## config.mk

```make
export PLATFORM = sky130hd
export DESIGN_NAME = path_tracer
export DESIGN_NICKNAME = d
export VERILOG_FILES = /design/src/rtl/path_tracer.sv
export SDC_FILE = /design/constraint.sdc
export NUM_CORES = 1
export LEC_CHECK = 0
export CAP_MARGIN = 20
export CORE_MARGIN = 2
export CORE_UTILIZATION = 57
export CTS_BUF_LIST = sky130_fd_sc_hd__clkbuf_4 sky130_fd_sc_hd__clkbuf_8
export DETAILED_ROUTE_END_ITERATION = 8
export GPL_ROUTABILITY_DRIVEN = 0
export PLACE_DENSITY = 0.88
export SLEW_MARGIN = 10
export SYNTH_ARGS = -nofsm -noshare
export SYNTH_HDL_FRONTEND = slang
export SYNTH_SLANG_ARGS = --single-unit
```

## constraint.sdc

```tcl
create_clock -name Clk -period 3.85 [get_ports Clk]
set_clock_uncertainty 0.05 [all_clocks]
set_input_delay 0.77 -clock Clk [delete_from_list [all_inputs] [get_ports Clk]]
set_output_delay 0.77 -clock Clk [all_outputs]
set_load 0.1 [all_outputs]
```

## src/rtl/path_tracer.sv

```systemverilog
// path_tracer: walks the shortest-path predecessor table from Dst back to Src
// and streams every visited node, flagging unreachable or runaway chains.
module path_tracer #(
    parameter int                 A_WIDTH  = 13,
    parameter int                 D_WIDTH  = 8,
    parameter int                 MAX_HOPS = 256,
    parameter logic [D_WIDTH-1:0] NO_PRED  = '1
) (
    input  logic               Clk,
    input  logic               Rst,
    input  logic               Go,
    input  logic [D_WIDTH-1:0] Src,
    input  logic [D_WIDTH-1:0] Dst,
    input  logic [D_WIDTH-1:0] P_In,
    output logic [A_WIDTH-1:0] P_Addr,
    output logic               P_En,
    output logic               P_Rw,
    output logic [D_WIDTH-1:0] Node_Out,
    output logic               Node_Valid,
    input  logic               Node_Ready,
    output logic               Busy,
    output logic               Done,
    output logic               Err,
    output logic [15:0]        Length
);

    typedef enum logic [2:0] {
        S_IDLE,
        S_EMIT,
        S_READ,
        S_WAIT,
        S_FIN
    } state_t;

    localparam logic [15:0] HOP_LIMIT = 16'(MAX_HOPS);

    state_t             state;
    logic [D_WIDTH-1:0] src_q;
    logic [D_WIDTH-1:0] cur;
    logic [15:0]        hop_cnt;

    logic [15:0]        hop_nxt;
    logic               at_src;
    logic               at_limit;
    logic               no_pred;

    // P is read-only from this block
    assign P_Rw = 1'b1;

    // Decisions taken when the current node is handed off or P data returns
    always_comb begin
        hop_nxt  = hop_cnt + 16'd1;
        at_src   = (cur == src_q);
        at_limit = (hop_nxt == HOP_LIMIT);
        no_pred  = (P_In == NO_PRED);
    end

    // Walk controller: emit, look up predecessor, repeat until Src or error
    always_ff @(posedge Clk or negedge Rst) begin
        if (!Rst) begin
            state      <= S_IDLE;
            src_q      <= '0;
            cur        <= '0;
            hop_cnt    <= '0;
            P_Addr     <= '0;
            P_En       <= 1'b0;
            Node_Out   <= '0;
            Node_Valid <= 1'b0;
            Busy       <= 1'b0;
            Done       <= 1'b0;
            Err        <= 1'b0;
            Length     <= '0;
        end else begin
            Done <= 1'b0;
            unique case (state)
                S_IDLE: begin
                    if (Go) begin
                        src_q      <= Src;
                        cur        <= Dst;
                        Node_Out   <= Dst;
                        Node_Valid <= 1'b1;
                        hop_cnt    <= '0;
                        Length     <= '0;
                        Err        <= 1'b0;
                        Busy       <= 1'b1;
                        state      <= S_EMIT;
                    end
                end
                S_EMIT: begin
                    if (Node_Ready) begin
                        Node_Valid <= 1'b0;
                        Length     <= Length + 16'd1;
                        hop_cnt    <= hop_nxt;
                        if (at_src) begin
                            Done  <= 1'b1;
                            state <= S_FIN;
                        end else if (at_limit) begin
                            Err   <= 1'b1;
                            Done  <= 1'b1;
                            state <= S_FIN;
                        end else begin
                            P_En   <= 1'b1;
                            P_Addr <= A_WIDTH'(cur);
                            state  <= S_READ;
                        end
                    end
                end
                S_READ: begin
                    P_En  <= 1'b0;
                    state <= S_WAIT;
                end
                S_WAIT: begin
                    if (no_pred) begin
                        Err   <= 1'b1;
                        Done  <= 1'b1;
                        state <= S_FIN;
                    end else begin
                        cur        <= P_In;
                        Node_Out   <= P_In;
                        Node_Valid <= 1'b1;
                        state      <= S_EMIT;
                    end
                end
                S_FIN: begin
                    Busy  <= 1'b0;
                    state <= S_IDLE;
                end
                default: begin
                    state <= S_IDLE;
                end
            endcase
        end
    end

endmodule

```

# Yosys cells after proc, flatten, opt, wreduce, memory -nomap -nowiden
# Cells that the tools add are included.
[word_totals] elab_cells=78 output_inout_bits=43 regBits=64 input_bits=28
[classes] n_eq_ne=14 muxes=34 n_reduce_logical=15 bitwise=2 add_sub_neg=2
[op_table] op="$pmux 16 s2" n=2
[op_table] op="$mux 16" n=3
[op_table] op="$add 16x1->16 const B" n=2
[op_table] op="$eq 16x9->1 const B" n=1
[op_table] op="$mux 8" n=2
[op_table] op="$pmux 8 s2" n=1
[op_table] op="$mux 1" n=15
[op_table] op="$mux 3" n=5
[op_table] op="$ne 2x2->1 const B" n=7
[op_table] op="$pmux 3 s4" n=1
[op_table] op="$reduce_and 4->1" n=3
[op_table] op="$eq 8x8->1" n=1
[op_table] op="$eq 8x8->1 const B" n=1
[op_table] op="$reduce_bool 2->1" n=4
[op_table] op="$eq 3x2->1 const B" n=2
[op_table] op="$pmux 1 s2" n=3
[op_table] op="$pmux 1 s3" n=2
[op_table] op="$reduce_and 2->1" n=3
[op_table] op="$reduce_and 3->1" n=2
[op_table] op="$reduce_and 6->1" n=1
[op_table] op="$eq 3x1->1 const B" n=1
[op_table] op="$eq 3x3->1 const B" n=1
[op_table] op="$logic_not 3->1" n=1
[op_table] op="$reduce_bool 3->1" n=1
[op_table] op="$not 1->1" n=2

# Logic depth before layout (Yosys ltp)
# Gate-level depths: netlist of the first run.
[logic_depth] depth_word=6 depth_mapped=8 mapped_depth_nobuf=7

# Worst setup path before layout of the first run
# OpenSTA, ideal clock, no wires.
[synth_timing] kind="reg-to-reg" start="register hop_cnt[0]" end="register P_Addr[0]" path_stages_with_launch=8 setup_slack_ps=1453 setup_ps=126 arrival_time_ps=2220 n_path_buf=0 period_less_slack_ps=2397 required_ps=3674 path_cell_list="dfrtp_1 > ha_1 > nand4_4 > or3_1 > a221oi_1 > and4_4 > a21oi_4 > mux2_4"
[synth_via] elab_chain_len=4
[synth_lines] element="start: declaration" line="40" rtl="logic [15:0] hop_cnt;"
[synth_lines] element="start signal: assignment" line="93" rtl="hop_cnt <= hop_nxt;"
[synth_lines] element="$add 16x1->16" line="52" rtl="hop_nxt = hop_cnt + 16'd1;"
[synth_lines] element="$eq 16x9->1" line="54" rtl="at_limit = (hop_nxt == HOP_LIMIT);"
[synth_lines] element="$not 1->1 (no line)"
[synth_lines] element="$reduce_and 4->1 (no line)"
[synth_lines] element="end signal: assignment" line="103" rtl="P_Addr <= A_WIDTH'(cur);"
[synth_lines] element="end: declaration" line="15" rtl="output logic [A_WIDTH-1:0] P_Addr,"
# Every way passes these cells.
# A chain may end at the register's enable or synchronous reset.

==> results of run 1 <==
-- flip-flops by register name (all words and copies together), names as in the netlist --
| register | cells |
|---|---|
| Length | 16 |
| hop_cnt | 16 |
| P_Addr | 8 |
| cur | 8 |
| src_q | 8 |
| state | 3 |
| Busy | 1 |
| Done | 1 |
| Err | 1 |
| Node_Valid | 1 |
| P_En | 1 |
-- kinds of logic after synthesis --
group           Yosys count  synth area share [%]
simple gates            150                  22.2
compound gates           72                  13.2
flops                    64                  46.6
buf+inv                  32                  4.52
xor+xnor                 20                  5.10
mux                      20                  7.00
fa+ha+maj                 3                  1.09
other cells               2                 0.219
-- final timing paths --
path                            startpoint          end  slack [ns]  cells past startpoint
worst max-delay path                cur[1]  Node_Out[1]        1.04                      1
worst min register to register    src_q[0]     src_q[0]        0.45                      2
max in group asynchronous              Rst   hop_cnt[4]        2.44                      2
worst min-delay path                   Rst    P_Addr[3]        0.42                      1
worst max register to register  hop_cnt[0]    P_Addr[2]        1.12                      7
min in group Clk                  src_q[0]     src_q[0]        0.45                      2
-- cell usage in the layout, fill, tap and decap left out, types with 2 or more instances in the layout --
cell type and n:
and4_1 2, and2_0 2, buf_4 7, o31ai_1 5
or3_1 3, and2_1 2, clkinvlp_4 3, clkdlybuf4s50_1 63
nor3_1 3, nor4_1 5, nand2_1 52, or2_2 2
ha_1 3, o21ai_0 28, a22o_1 3, inv_1 4
a31oi_1 3, conb_1 6, nand3_1 13, mux2i_1 12
nand4_1 13, o41ai_1 3, bufinv_16 2, nand2b_1 2
a22oi_1 2, clkbuf_8 9, and3_1 2, nor2b_1 2
dfrtp_1 64, xnor2_1 4, a21oi_1 16, mux2_4 8
xor2_1 16, nor2_1 35
-- metrics by stage --
step	setup slack [ns]	instance area, um^2	utilization [%]	hold slack [ns]
floorplan	1.45	3450	-	0.416
global placement	1.07	4090	69.6	0.428
detailed placement	1.00	4090	69.6	0.433
CTS	1.03	4310	73.3	0.431
global route	0.938	4320	73.4	0.477
finish	1.04	4320	73.4	0.416
-- cell type report --
type	count	area [um^2]
Fill cell	410	1560
Multi-Input combinational cell	271	1700
Timing Repair Buffer	71	688
Clock inverter	7	96.3
Sequential cell	64	1600
Clock buffer	9	124
Tap cell	75	93.8
Inverter	4	15.0
-- synthesized netlist by cell type (all sizes together), types with 2 or more instances --
| library cell | number | area share (%) |
|---|---|---|
| xor2 | 16 | 4.1 |
| o41ai | 3 | 0.77 |
| mux2 | 8 | 3.5 |
| o21ai | 29 | 4.2 |
| conb | 2 | 0.22 |
| a31oi | 3 | 0.55 |
| xnor2 | 4 | 1.0 |
| and4 | 4 | 1.1 |
| or3 | 4 | 0.77 |
| nor3 | 4 | 0.58 |
| nand4 | 14 | 3.0 |
| ha | 3 | 1.1 |
| inv | 4 | 0.44 |
| buf | 14 | 2.6 |
| a21oi | 17 | 2.8 |
| a22oi | 2 | 0.44 |
| or2 | 2 | 0.36 |
| nand2 | 52 | 5.7 |
| a21o | 2 | 0.47 |
| nand2b | 2 | 0.36 |
| and3 | 2 | 0.36 |
| nor2b | 2 | 0.36 |
| dfrtp | 64 | 47 |
| mux2i | 12 | 3.5 |
| nand3 | 14 | 2.2 |
| and2 | 4 | 0.73 |
| nor2 | 35 | 3.8 |
| a22o | 3 | 0.77 |
| clkbuf | 14 | 1.5 |
| nor4 | 6 | 1.5 |
| o31ai | 5 | 1.1 |
-- metal layers --
metal  share of wire [%]  global-route usage (%)
met5                   0                       0
met4                 1.2                    10.5
met3                 5.4                    5.38
met2                  50                    41.4
met1                  43                    35.1
-- report_power, final --
group          switching (mW)  internal [mW]  leakage, nW
registers               0.217          0.857        0.810
clock network           0.279          0.364        0.101
logic                    1.33          0.540        0.961
==> impl_metrics.toml, run 1 <==
[setup_path]
crit_arrival_ns = 1.99
crit_chain = "clkdlybuf4s50_1"
cp_max_fo = 4
crit_family = "buffers and inverters"
critPathMaxStageDelay_ns = 1.19
critPathLaunchType = "register"
cp-end-kind = "output pin"
crit_buf_inv = 1
slowest_stage = "clkdlybuf4s50_1"
crit_type = "register to output pin"
cp.required_ns = 3.03

[placed_design]
dp_hpwl_mm = 5.65
dp_cells = 484
io_buffers = 64

[synthesis]
yosysSeqAreaShare_pct = 46.6
async_flop_share_pct = 100
synthCells = 363
syn_area_um2 = 3430
synth_edf_count = 0
ys.flop_type = "dfrtp_1"
synth_cell_types = 55
postSynthAreaPerCell_um2 = 9.46
yosys_register_bits = 64
yosys_warnings = 0

[pwr]
p_per_area_nw_per_um2 = 830
vdd.ir_drop.worst_mv = 1.13
fin_total_pwr_mw = 3.59
leakagePower_nw = 1.87

[timing]
setup_tns_ns = 0
period_share_pct = 73.0
slew_viol_final = 0
hold_viol_final = 0
rsz0062_at_grt = "no"
setup_viol = 0
max_freq_mhz = 356
period_needed_ns = 2.81
worstMarginPinSlew_ns = 0.994
slew_headroom_pct = 33.6

[clock_network]
cts.clk_slew.worst_paths_ns = 0.08
cts-root-buf = "clkbuf_8"
hold_buffers = 0
post_cts_buffers = 0
cts_tree = "built"
cts.sinks = 64
cts.htree.levels = 3
numCtsBuffers = 9
clock_latency_ns = 0.35
cts_resized = 0
cts_buffer_depth = 2

[route]
drtPass1Iterations = 4
avgViaCountPerCell = 5.77
vias = 2891
dr.first_iter.drc_count = 209
drt-wirelength-per-cell_um = 16.3
final_antenna_net_count = 0
drc = 0
routed_wl_mm = 8.16

[global_routing]
grt_pass1_wl_mm = 13.2
gr-total-overflow = 0
grt_usage_pct = 26.1
grt_max_degree = 35
antenna_found_initial = 0
grt_pass1_vias = 2721

[finish]
drive_above_1_share_pct = 11.0
stdcell_count = 501
area.growth.synth_to_final_pct = 25.9
fin_nets = 452
antenna_cells = 0

[die]
dieArea_um2 = 6660
ios = 71
core_um2 = 5890
floorplan.initialDensity_pct = 58.3
die_h_um = 81.6
row_count = 28
fp.dieW_um = 81.6

[status]
status = "complete, no violations"

[worst_hold_path]
hp-class = "input pin to async pin"

[job]
cap_violations = 0
Power figures use the tool's default switching activity.
==> run 2, diff against run 1 <==
Settings changed: CORE_UTILIZATION 57 to 48, PLACE_DENSITY 0.88 to 0.79.
Clock period 3.85 ns to 2.52 ns, I/O delays scaled along.
==> impl_metrics.toml, run 2 (synthesized netlist as in run 1, its figures left out) <==
[status]
status = "complete, no violations"

[timing]
period_needed_ns = 2.46
worstMarginPinSlew_ns = 0.611
max_freq_mhz = 407
hold_viol_final = 0
slew_headroom_pct = 59.2
period_share_pct = 97.6
setup_viol = 0
slew_viol_final = 0

[global_routing]
gr-total-overflow = 0
grt_max_degree = 40
grt_pass1_wl_mm = 13.6
grt_usage_pct = 22.6
grt_pass1_vias = 2787
antenna_found_initial = 0

[route]
drc = 0
routed_wl_mm = 8.35
avgViaCountPerCell = 5.57
drt-wirelength-per-cell_um = 15.7
drtPass1Iterations = 4
final_antenna_net_count = 0
dr.first_iter.drc_count = 168
vias = 2964

[setup_path]
crit_arrival_ns = 2.64
cp_max_fo = 9
crit_type = "register to register"
critPathLaunchType = "register"
cp-end-kind = "register"
cp.required_ns = 2.70
reg2reg_slack_ns = 0.06

[die]
dieArea_um2 = 7850
die_h_um = 88.6
row_count = 30
core_um2 = 6870
floorplan.initialDensity_pct = 50.0
ios = 71
fp.dieW_um = 88.6

[finish]
layout_common_cells = "dfrtp_1, nand2_1, buf_4"
area.growth.synth_to_final_pct = 28.6
stdcell_count = 532
fin_area_um2 = 4420
final_common_cell = "dfrtp_1"
top_regs = "Length: 16 flops, hop_cnt: 16 flops"
drive_above_1_share_pct = 23.4
fin_nets = 462
antenna_cells = 0
fin_util_pct = 64.3

[clock_network]
cts_buffer_depth = 2
cts.sinks = 64
numCtsBuffers = 9
hold_buffers = 0
clock_latency_ns = 0.34
cts-root-buf = "clkbuf_8"
cts.htree.levels = 3
cts_tree = "built"
cts.clk_slew.worst_paths_ns = 0.08
post_cts_buffers = 0

[job]
cap_violations = 0

[pwr]
p_per_area_nw_per_um2 = 1270
vdd.ir_drop.worst_mv = 0.737
leakagePower_nw = 1.98
fin_total_pwr_mw = 5.62

[placed_design]
io_buffers = 64
dp_cells = 514
post_dp_cell_area_um2 = 4110
dp_hpwl_mm = 5.79

[worst_hold_path]
hp-class = "input pin to async pin"
run 2: cell count changes in the layout (fill, tap and decap cells not counted), moves of 2 or more:
cell	before	now
buf_4	7	52
clkdlybuf4s50_1	63	26
clkinvlp_4	3	1
dfrtp_1	64	60
dfrtp_2	0	4
run 2: worst paths after layout:
kind,cells past startpoint,end,start
max in group asynchronous,2,hop_cnt[4],Rst
worst min register to register,2,src_q[2],src_q[2]
worst max-delay path,6,P_Addr[7],hop_cnt[4]
worst max register to register,6,P_Addr[7],hop_cnt[4]
worst min-delay path,1,hop_cnt[0],Rst
min in group Clk,2,src_q[2],src_q[2]
run 2: repair_timing:
action,4_1_cts,5_1_grt
gates cloned,1,0
setup endpoints to repair,8,13
resized for setup,5,6
pin swaps,1,3
run 2: final cells by class:
| cell class | count | area, um^2 |
|---|---|---|
| well taps | 96 | 120 |
| clock inverters | 6 | 115 |
| fillers | 550 | 2450 |
| repair buffers | 80 | 676 |
| inverters | 4 | 15.0 |
| clock buffers | 10 | 138 |
| flip-flops and latches | 64 | 1610 |
| multi-input cells | 272 | 1750 |
run 2: through the flow:
step	hold WS, ns	setup TNS (ns)	setup WS, ns
floorplan	0.158	0	0.123
global placement	0.432	-1.06	-0.119
finish	0.121	0	0.0604
CTS	0.135	0	0.00374
detailed placement	0.435	-0.972	-0.0638
global route	0.147	-0.287	-0.0440
run 2: per-layer routing:
layer / wire length [um] / track usage, % / vias to the layer above
met2: 4150 / 35.5 / 80
met4: 137 / 8.68 / 0
li1: - / - / 1412
met1: 3650 / 31.6 / 1461
met5: 0 / 0 / -
met3: 414 / 3.73 / 11
run 2: power breakdown:
| group | total, mW | internal [mW] | switching, mW | leakage, nW |
|---|---|---|---|---|
| Clock | 1.10 | 0.689 | 0.414 | 0.123 |
| Combinational | 2.89 | 0.819 | 2.07 | 1.06 |
| Sequential | 1.63 | 1.31 | 0.315 | 0.804 |
| Total | 5.62 | 2.82 | 2.80 | 1.98 |
run 2: worst max-delay path, cell delays in order (launching register included):
cell	delay, ns
dfrtp_2	0.48
nand4_1	0.29
a2111oi_1	0.57
a21oi_2	0.09
a211oi_4	0.38
a21oi_4	0.17
mux2_4	0.32
==> run 3, diff against run 2 <==
Settings changed: CORE_MARGIN 2 to 10, CORE_UTILIZATION 48 to 53, GPL_ROUTABILITY_DRIVEN 0 to default, PLACE_DENSITY 0.79 to 0.82.
Clock period 2.52 ns to 2.43 ns, I/O delays scaled along.
==> impl_metrics.toml, run 3 (synthesized netlist as in run 1, its figures left out) <==
[finish]
fin_util_pct = 72.2
seq_area_um2 = 1610
final_common_cell = "buf_4"
stdcell_count = 537
fin_nets = 487
area.growth.synth_to_final_pct = 32.8
multiInputGateArea_um2 = 1780
fillCellCount = 457
fin_area_um2 = 4560
drive_above_1_share_pct = 28.3
top_regs = "Length: 16 flops, hop_cnt: 16 flops"
antenna_cells = 0
layout_common_cells = "buf_4, dfrtp_1, nand2_1"

[timing]
hold_viol_final = 0
slew_headroom_pct = 55.2
period_share_pct = 97.0
setup_tns_ns = 0
setup_viol = 0
postLayoutSetupSlackWorst_ns = 0.0719
holdWs_ns = 0.119
worstMarginPinSlew_ns = 0.672
period_needed_ns = 2.36
slew_viol_final = 0
max_freq_mhz = 424

[setup_path]
crit_family = "flip-flops"
crit_start = "hop_cnt[2]"
cp.required_ns = 2.62
crit_type = "register to register"
crit_buf_inv = 2
crit_arrival_ns = 2.55
crit_chain = "nand3_2, buf_4, nor4_4, xor2_1, a211oi_2, buf_4, a21oi_4, mux2_4"
r2r-start = "hop_cnt[2]"
cp_max_fo = 6
slowest_stage = "dfrtp_1"
cp-end-kind = "register"
critPathMaxStageDelay_ns = 0.49
crit_path_frequent_cell = "buf_4"
critPathLaunchType = "register"

[pwr]
p_per_area_nw_per_um2 = 1270
fin_total_pwr_mw = 5.80
clock_power_share_pct = 16.3
p_sw_share_pct = 51.3
p_sw_mw = 2.98
p_seq_share_pct = 28.6
vdd.ir_drop.worst_mv = 1.45
leakagePower_nw = 2.12
combPwrFrac_pct = 55.2
intPower_mw = 2.83

[route]
wl_met1_mm = 4.12
dr.first_iter.drc_count = 248
routed_wl_mm = 9.48
avgViaCountPerCell = 5.79
drt-wirelength-per-cell_um = 17.7
drc = 0
final_antenna_net_count = 0
drtPass1Iterations = 5
top_layer = "met4"
wl_met2_mm = 4.56
dr_wl_met3_um = 663
vias = 3110

[clock_network]
hold_buffers = 0
cts_buffer_depth = 2
cts.clk_slew.worst_paths_ns = 0.07
cts.sinks = 64
cts-root-buf = "clkbuf_8"
cts.htree.levels = 3
cts_tree = "built"
clock_latency_ns = 0.35
numCtsBuffers = 9

[job]
cap_violations = 0

[die]
core_um2 = 6310
die_h_um = 100
fp.dieW_um = 100
ios = 71
floorplan.initialDensity_pct = 54.4
dieArea_um2 = 10100
row_count = 29

[global_routing]
grt_pass1_wl_mm = 15.4
grt_max_degree = 39
antenna_found_initial = 0
grt_pass1_vias = 3021
grt_usage_pct = 18.6
gr-total-overflow = 0

[placed_design]
dp_cells = 514
io_buffers = 64
dp_hpwl_mm = 6.60
pre_cts_ws_ns = -0.183
place.gp.congestion = 0.892
post_dp_cell_area_um2 = 4230

[status]
status = "complete, no violations"

[worst_hold_path]
hp-class = "input pin to async pin"
## run 3: timing repair
action                                 CTS  global route
setup endpoints to repair               10            16
gates cloned                             1             0
pin swaps                                3             6
buffers inserted                         1             5
gates resized for setup                  4            13
endpoints found under the hold margin    0             0
## run 3: worst register-to-register path, delay by kind of cell, from the launching register on
family / cells / cell delay (ns)
muxes: 1 / 0.34
DFF: 1 / 0.49
and+or+nand+nor: 2 / 0.42
buffers and inverters: 2 / 0.36
AOI/OAI and AO/OA: 2 / 0.33
xor gates and xnor gates: 1 / 0.26
## run 3: worst paths after layout
path	endpoint	slack, ns	cells after the start
worst min register to register	src_q[5]	0.45	2
worst max register to register	P_Addr[0]	0.07	8
max in group asynchronous	src_q[4]	1.58	2
min in group Clk	src_q[5]	0.45	2
worst min-delay path	hop_cnt[14]	0.12	1
worst max-delay path	P_Addr[0]	0.07	8
## run 3: area by class of cell
class                           count  share of cell area, %
Multi-Input combinational cell    272                   39.1
Timing Repair Buffer              105                   18.9
Clock inverter                      3                  0.933
Tap cell                           77                   2.11
Clock buffer                       12                   3.35
Sequential cell                    64                   35.2
Inverter                            4                  0.329
## run 3: power groups by stage
stage / logic (mW) / registers (mW) / clock network, mW
detailed placement: 3.11 / 1.66 / 0
CTS: 3.15 / 1.65 / 0.944
global route: 3.37 / 1.69 / 0.989
floorplan: 1.01 / 2.91 / 0
global placement: 3.05 / 1.63 / 0
finish: 3.20 / 1.66 / 0.946
## run 3: per-layer routing
| metal | vias up | global-route usage, % |
|---|---|---|
| li1 | 1459 | - |
| met1 | 1518 | 25.3 |
| met2 | 118 | 28.6 |
| met3 | 15 | 3.64 |
| met4 | 0 | 6.85 |
| met5 | - | 0 |
